$ cat src/rtl/prg_loader.sv
// prg_loader: sequences a PRG file download into VIC-20 memory.
//   Parses the 2-byte load-address header from the data_io byte stream, issues
//   one handshaked write per payload byte (block RAM or SDRAM routing), then
//   writes the end address into the BASIC pointer bytes.
// Ports:
//   clk_sys, reset          - clock, synchronous active-high reset
//   dl_active/dl_wr         - download window and per-byte strobe
//   dl_addr/dl_data         - byte offset within file and byte value
//   wr_req/wr_addr/wr_data  - memory write request (held until wr_ack)
//   wr_int                  - 1 = internal RAM, 0 = SDRAM
//   wr_ack                  - one-cycle write completion
//   busy/done/overflow      - loader owns write path / end pulse / dropped byte
//   end_addr                - load address + payload count (mod 2^16)
module prg_loader #(
  parameter int unsigned NUM_PTR = 8
) (
  input  logic        clk_sys,
  input  logic        reset,
  input  logic        dl_active,
  input  logic        dl_wr,
  input  logic [15:0] dl_addr,
  input  logic [7:0]  dl_data,
  output logic        wr_req,
  output logic [15:0] wr_addr,
  output logic [7:0]  wr_data,
  output logic        wr_int,
  input  logic        wr_ack,
  output logic        busy,
  output logic        done,
  output logic        overflow,
  output logic [15:0] end_addr
);

  typedef enum logic [2:0] {S_IDLE, S_HDR, S_DATA, S_INJECT, S_FIN} state_t;

  state_t      state_q, state_d;
  logic        act_q;
  logic [7:0]  lo_q, lo_d;
  logic [15:0] end_q, end_d;
  logic [3:0]  idx_q, idx_d;
  // slot = byte currently owned by the write port; buf = one-deep holding buffer
  logic        slot_v_q, slot_v_d;
  logic        buf_v_q, buf_v_d;
  logic [15:0] buf_addr_q, buf_addr_d;
  logic [7:0]  buf_data_q, buf_data_d;
  logic        wr_req_q, wr_req_d;
  logic [15:0] wr_addr_q, wr_addr_d;
  logic [7:0]  wr_data_q, wr_data_d;
  logic        wr_int_q, wr_int_d;
  logic        busy_q, busy_d;
  logic        done_q, done_d;
  logic        ovf_q, ovf_d;
  logic        ack;

  function automatic logic is_int(input logic [15:0] a);
    return (a[15:10] == 6'b000000) || (a[15:11] == 5'b00010) ||
           (a[15:11] == 5'b00011)  || (a[15:10] == 6'b100101);
  endfunction

  function automatic logic [15:0] ptr_addr(input logic [3:0] i);
    case (i)
      4'd0:    return 16'h002D;
      4'd1:    return 16'h002E;
      4'd2:    return 16'h002F;
      4'd3:    return 16'h0030;
      4'd4:    return 16'h0031;
      4'd5:    return 16'h0032;
      4'd6:    return 16'h00AE;
      4'd7:    return 16'h00AF;
      default: return 16'h0000;
    endcase
  endfunction

  assign ack = wr_req_q & wr_ack;

  always_comb begin
    state_d    = state_q;
    lo_d       = lo_q;
    end_d      = end_q;
    idx_d      = idx_q;
    slot_v_d   = slot_v_q;
    buf_v_d    = buf_v_q;
    buf_addr_d = buf_addr_q;
    buf_data_d = buf_data_q;
    wr_addr_d  = wr_addr_q;
    wr_data_d  = wr_data_q;
    wr_int_d   = wr_int_q;
    busy_d     = busy_q;
    done_d     = 1'b0;
    ovf_d      = ovf_q;

    case (state_q)
      S_IDLE: begin
        if (dl_active && !act_q) begin
          state_d = S_HDR;
          busy_d  = 1'b1;
          ovf_d   = 1'b0;
          end_d   = '0;
        end
      end

      S_HDR: begin
        if (!dl_active) begin
          state_d = S_IDLE;
          busy_d  = 1'b0;
        end else if (dl_wr && dl_addr == 16'd0) begin
          lo_d = dl_data;
        end else if (dl_wr && dl_addr == 16'd1) begin
          end_d   = {dl_data, lo_q};
          state_d = S_DATA;
        end
      end

      S_DATA: begin
        // Retire the acked byte first so a same-cycle dl_wr sees the freed space.
        if (ack) begin
          if (buf_v_q) begin
            wr_addr_d = buf_addr_q;
            wr_data_d = buf_data_q;
            wr_int_d  = is_int(buf_addr_q);
            buf_v_d   = 1'b0;
          end else begin
            slot_v_d = 1'b0;
          end
        end
        if (dl_wr && dl_addr >= 16'd2) begin
          end_d = end_q + 16'd1;
          if (!slot_v_d) begin
            slot_v_d  = 1'b1;
            wr_addr_d = end_q;
            wr_data_d = dl_data;
            wr_int_d  = is_int(end_q);
          end else if (!buf_v_d) begin
            buf_v_d    = 1'b1;
            buf_addr_d = end_q;
            buf_data_d = dl_data;
          end else begin
            ovf_d = 1'b1;
          end
        end
        if (!dl_active && !slot_v_d && !buf_v_d) begin
          state_d = S_INJECT;
          idx_d   = '0;
        end
      end

      S_INJECT: begin
        if (ack) begin
          slot_v_d = 1'b0;
          idx_d    = idx_q + 4'd1;
          if (idx_q == 4'(NUM_PTR - 1)) begin
            state_d = S_FIN;
            done_d  = 1'b1;
            busy_d  = 1'b0;
          end
        end else if (!slot_v_q) begin
          slot_v_d  = 1'b1;
          wr_addr_d = ptr_addr(idx_q);
          wr_data_d = idx_q[0] ? end_q[15:8] : end_q[7:0];
          wr_int_d  = is_int(ptr_addr(idx_q));
        end
      end

      S_FIN: state_d = S_IDLE;

      default: state_d = S_IDLE;
    endcase

    // Dropping the request on ack forces the mandatory low cycle between writes.
    wr_req_d = slot_v_d & ~ack;
  end

  always_ff @(posedge clk_sys) begin
    if (reset) begin
      state_q    <= S_IDLE;
      act_q      <= 1'b0;
      lo_q       <= '0;
      end_q      <= '0;
      idx_q      <= '0;
      slot_v_q   <= 1'b0;
      buf_v_q    <= 1'b0;
      buf_addr_q <= '0;
      buf_data_q <= '0;
      wr_req_q   <= 1'b0;
      wr_addr_q  <= '0;
      wr_data_q  <= '0;
      wr_int_q   <= 1'b0;
      busy_q     <= 1'b0;
      done_q     <= 1'b0;
      ovf_q      <= 1'b0;
    end else begin
      state_q    <= state_d;
      act_q      <= dl_active;
      lo_q       <= lo_d;
      end_q      <= end_d;
      idx_q      <= idx_d;
      slot_v_q   <= slot_v_d;
      buf_v_q    <= buf_v_d;
      buf_addr_q <= buf_addr_d;
      buf_data_q <= buf_data_d;
      wr_req_q   <= wr_req_d;
      wr_addr_q  <= wr_addr_d;
      wr_data_q  <= wr_data_d;
      wr_int_q   <= wr_int_d;
      busy_q     <= busy_d;
      done_q     <= done_d;
      ovf_q      <= ovf_d;
    end
  end

  assign wr_req   = wr_req_q;
  assign wr_addr  = wr_addr_q;
  assign wr_data  = wr_data_q;
  assign wr_int   = wr_int_q;
  assign busy     = busy_q;
  assign done     = done_q;
  assign overflow = ovf_q;
  assign end_addr = end_q;

endmodule
$ cat config.mk
export PLATFORM = sky130hd
export DESIGN_NAME = prg_loader
export DESIGN_NICKNAME = d
export VERILOG_FILES = /design/src/rtl/prg_loader.sv
export SDC_FILE = /design/constraint.sdc
export NUM_CORES = 1
export LEC_CHECK = 0
export CORE_UTILIZATION = 46
export DETAILED_ROUTE_END_ITERATION = 8
export GPL_TIMING_DRIVEN = 0
export PLACE_DENSITY_LB_ADDON = 0.15
export SLEW_MARGIN = 20
export SYNTH_ARGS = -nofsm -noshare
export SYNTH_HDL_FRONTEND = slang
export SYNTH_SLANG_ARGS = --single-unit
export TNS_END_PERCENT = 50
$ cat constraint.sdc
create_clock -name clk_sys -period 3.4 [get_ports clk_sys]
set_clock_uncertainty 0.2 [all_clocks]
set_input_delay 1.02 -clock clk_sys [delete_from_list [all_inputs] [get_ports clk_sys]]
set_output_delay 1.02 -clock clk_sys [all_outputs]
set_load 0.1 [all_outputs]
==> reports/results.txt, run 1 <==
fin. max-slew vios: 0
Comb power frac: 0.524
DP Area: 0.00563 sq mm
mapped cell area: 0.00473 sq mm
syn_nets: 594
Yosys warning count: 0
internal power: 2310 uW
CORE AREA: 0.00986 sq mm
commonest cells after routing, fill and taps aside: 92 x dfxtp_1, 88 x nor2_1, 71 x clkdlybuf4s50_1
Crit-path slowest cell: clkdlybuf4s50_1
Power Total: 4660 uW
Synth Flop Type: dfxtp_1
CP peak stage delay: 1.21 ns
buffer and inverter count on the worst path: 1
first-pass GRT wire length: 22300 um
sequential share of power: 0.296
nets@finish: 679
CTS sink count: 92
Initial Util: 0.479
Slew HR: 0.349
Synth Register Bits: 92
Crit path max-delay family: buffers and inverters
Post-Synthesis Cells: 560
H-tree depth: 3
share of layout cells above drive strength 1: 0.0923
final setup fails: 0
Final min period: 3.35 ns
static leakage: 0.00211 uW
Routed Antenna Nets: 0
Num CTS Buffers: 9
Power Dens Cells: 793 mW/mm^2
Iteration-0 DRC Markers: 397
Hold Path Class: register to register
all-layer global routing usage: 0.276
hpwl dp: 10200 um
Via density: 5.97
antenna cells: 0
CTS tree: built
Yosys cell types: 58
Worst Path Required: 2.18 ns
post-synthesis sequential area ratio: 0.390
Clock power frac: 0.180
via count: 4673
row cnt: 36
Port Buffers: 73
CP endpoint kind: primary output
Avg Cell Area, Syn: 8.44 sq um
drc violations: 0
Die Width: 103 um
CTS Root Cell: clkbuf_8
most common cell after layout, fill and taps aside: dfxtp_1
wire length per cell: 18.1 um
crit path max fanout: 8
total grt overflow: 0
worst-path cell chain: clkdlybuf4s50_1
period utilization: 0.986
crit path launch type: register
Arr. time, crit path: 2.13 ns
Post-synth EDFFs: 0
I/O pins: 74
largest net degree at the start of global routing: 17
Clock Pin Slew Worst Setup and Hold Paths: 0.08 ns
sw frac: 0.503
GPL Wtd Cong: 0.926
Crit Path Category: register to primary output
Finished Cell Area: 0.00587 sq mm
die height: 103 um
fmax: 298 MHz
vias in the first global route: 4320
RSZ-0062 raised after global routing: yes
initial antenna violation count: 0
Net Sw Power: 2340 uW
maxcap violations: 0
status: finished clean
Synth async-reset ratio: 0
First-pass DRT Iterations: 5
Clock Tree Buf Depth: 2
worst skew pair latency: 0.36 ns
Slew @ Worst Pin: 0.974 ns
IR Drop Worst-Case VDD: 0.476 mV
Final Hold Vio Count: 0
Area Growth Syn to Fin: 24.2%
Die ar.: 0.0107 sq mm
Post-Route WL: 14100 um
Setup TNS: 0 ns
Fill cells: 905
==> final cells by class <==
cell class                 instances  area (sq um)  area share
clock inverter                     7          97.6      0.0166
timing repair buffer              74           743       0.127
multi-input combinational        416          2660       0.453
buffer                            43           208      0.0354
clock buffer                       9           124      0.0211
sequential                        92          1840       0.314
inverter                           9          33.8     0.00575
tap                              133           166      0.0283
==> power by group through the flow <==
| stage | registers [uW] | logic (uW) | clock network [uW] |
|---|---|---|---|
| floorplan | 2270 | 928 | 0 |
| global placement | 1390 | 2370 | 0 |
| detailed placement | 1400 | 2410 | 0 |
| CTS | 1370 | 2410 | 846 |
| global route | 1400 | 2580 | 895 |
| finish | 1380 | 2440 | 839 |
==> path summary, 6_finish.rpt <==
kind	start	endpoint	slack [ns]	cells after the start
max	end_addr[8]	end_addr[8]	0.05	1
min	lo_q[1]	lo_q[1]	0.30	2
max reg2reg	state_q[0]	register	0.80	9
min reg2reg	lo_q[1]	lo_q[1]	0.30	2
==> metrics by stage <==
step | hold WS (ns) | util | setup slack (ns) | instances
global route | 0.329 | 0.595 | -0.00630 | 783
CTS | 0.306 | 0.593 | 0.0357 | 782
floorplan | 0.253 | - | 0.331 | 560
finish | 0.305 | 0.595 | 0.0468 | 783
detailed placement | 0.282 | 0.570 | -0.385 | 766
global placement | 0.272 | 0.570 | -0.337 | 766
==> routing by layer <==
| layer | wire (um) | vias up | GRT usage | share of wire |
|---|---|---|---|---|
| met3 | 1120 | 34 | 0.0444 | 0.079 |
| met5 | 0 | - | 0 | 0 |
| li1 | - | 2205 | - | - |
| met4 | 338 | 0 | 0.121 | 0.024 |
| met2 | 6430 | 227 | 0.438 | 0.45 |
| met1 | 6250 | 2207 | 0.371 | 0.44 |
==> cell usage after synthesis, types with 2 or more instances <==
cell	number	share of area
dfxtp_1	92	0.39
nor2_1	88	0.070
mux2i_1	55	0.12
a21oi_1	40	0.042
nand2_1	38	0.030
nand3_1	31	0.033
clkbuf_1	22	0.017
o21ai_0	22	0.023
buf_2	16	0.017
a211oi_1	13	0.021
nor3_1	13	0.014
o211ai_1	12	0.019
a22o_1	10	0.019
inv_1	9	0.0071
and2_1	6	0.0079
nand4_1	6	0.0079
a221oi_1	5	0.0093
a32o_1	5	0.011
ha_1	5	0.013
nor4_1	5	0.0066
o21ai_1	5	0.0053
o221a_2	5	0.012
a22oi_1	4	0.0064
a311oi_1	4	0.0074
buf_6	3	0.0071
mux2_2	3	0.0071
nand3b_1	3	0.0048
o31ai_1	3	0.0048
or3_1	3	0.0040
a21o_1	2	0.0032
and3_1	2	0.0026
nand2b_1	2	0.0026
nor2b_1	2	0.0026
xnor2_1	2	0.0037
==> worst min-delay path: stages, from the launching register on <==
cell and delay (ns):
dfxtp_1 0.34, mux2i_1 0.07, nor2_1 0.07
==> cell families (layout without fill, tap and decap cells) <==
kind of cell               after synthesis  count (layout)  share of synthesized area
buffers and inverters                   52             142                     0.0511
muxes                                   59              59                      0.127
and+or+nand+nor                        212             212                      0.212
adders and majority gates                6               6                     0.0156
DFF                                     92              92                      0.390
AOI/OAI and AO/OA                      136             136                      0.200
xor gates and xnor gates                 3               3                    0.00556
==> flip-flops by register name (all words and copies together), names as in the netlist, named ones only <==
| signal | flops |
|---|---|
| wr_data | 8 |
| busy | 1 |
| overflow | 1 |
| end_addr | 16 |
| lo_q | 8 |
| buf_addr_q | 16 |
| buf_v_q | 1 |
| slot_v_q | 1 |
| wr_addr | 16 |
| buf_data_q | 8 |
| wr_int | 1 |
| idx_q | 4 |
| state_q | 3 |
| act_q | 1 |
| wr_req | 1 |
| done | 1 |
==> timing repair <==
item	4_1_cts	5_1_grt
buffers inserted	0	1
endpoints found under the hold margin	0	0
gates cloned	0	0
endpoints found under the setup margin	1	5
gates resized for setup	1	3
hold buffers	0	0
No activity file was read; power rests on OpenSTA's default activity.
==> run 2: changes to the inputs <==
--- a/config.mk
+++ b/config.mk
@@ -9,7 +9,7 @@
 export DETAILED_ROUTE_END_ITERATION = 8
 export GPL_TIMING_DRIVEN = 0
 export PLACE_DENSITY_LB_ADDON = 0.15
-export SLEW_MARGIN = 20
+export SLEW_MARGIN = 5
 export SYNTH_ARGS = -nofsm -noshare
 export SYNTH_HDL_FRONTEND = slang
 export SYNTH_SLANG_ARGS = --single-unit
==> results of run 2 <==
The final DEF is identical to that of run 1; final timing and power are the same.
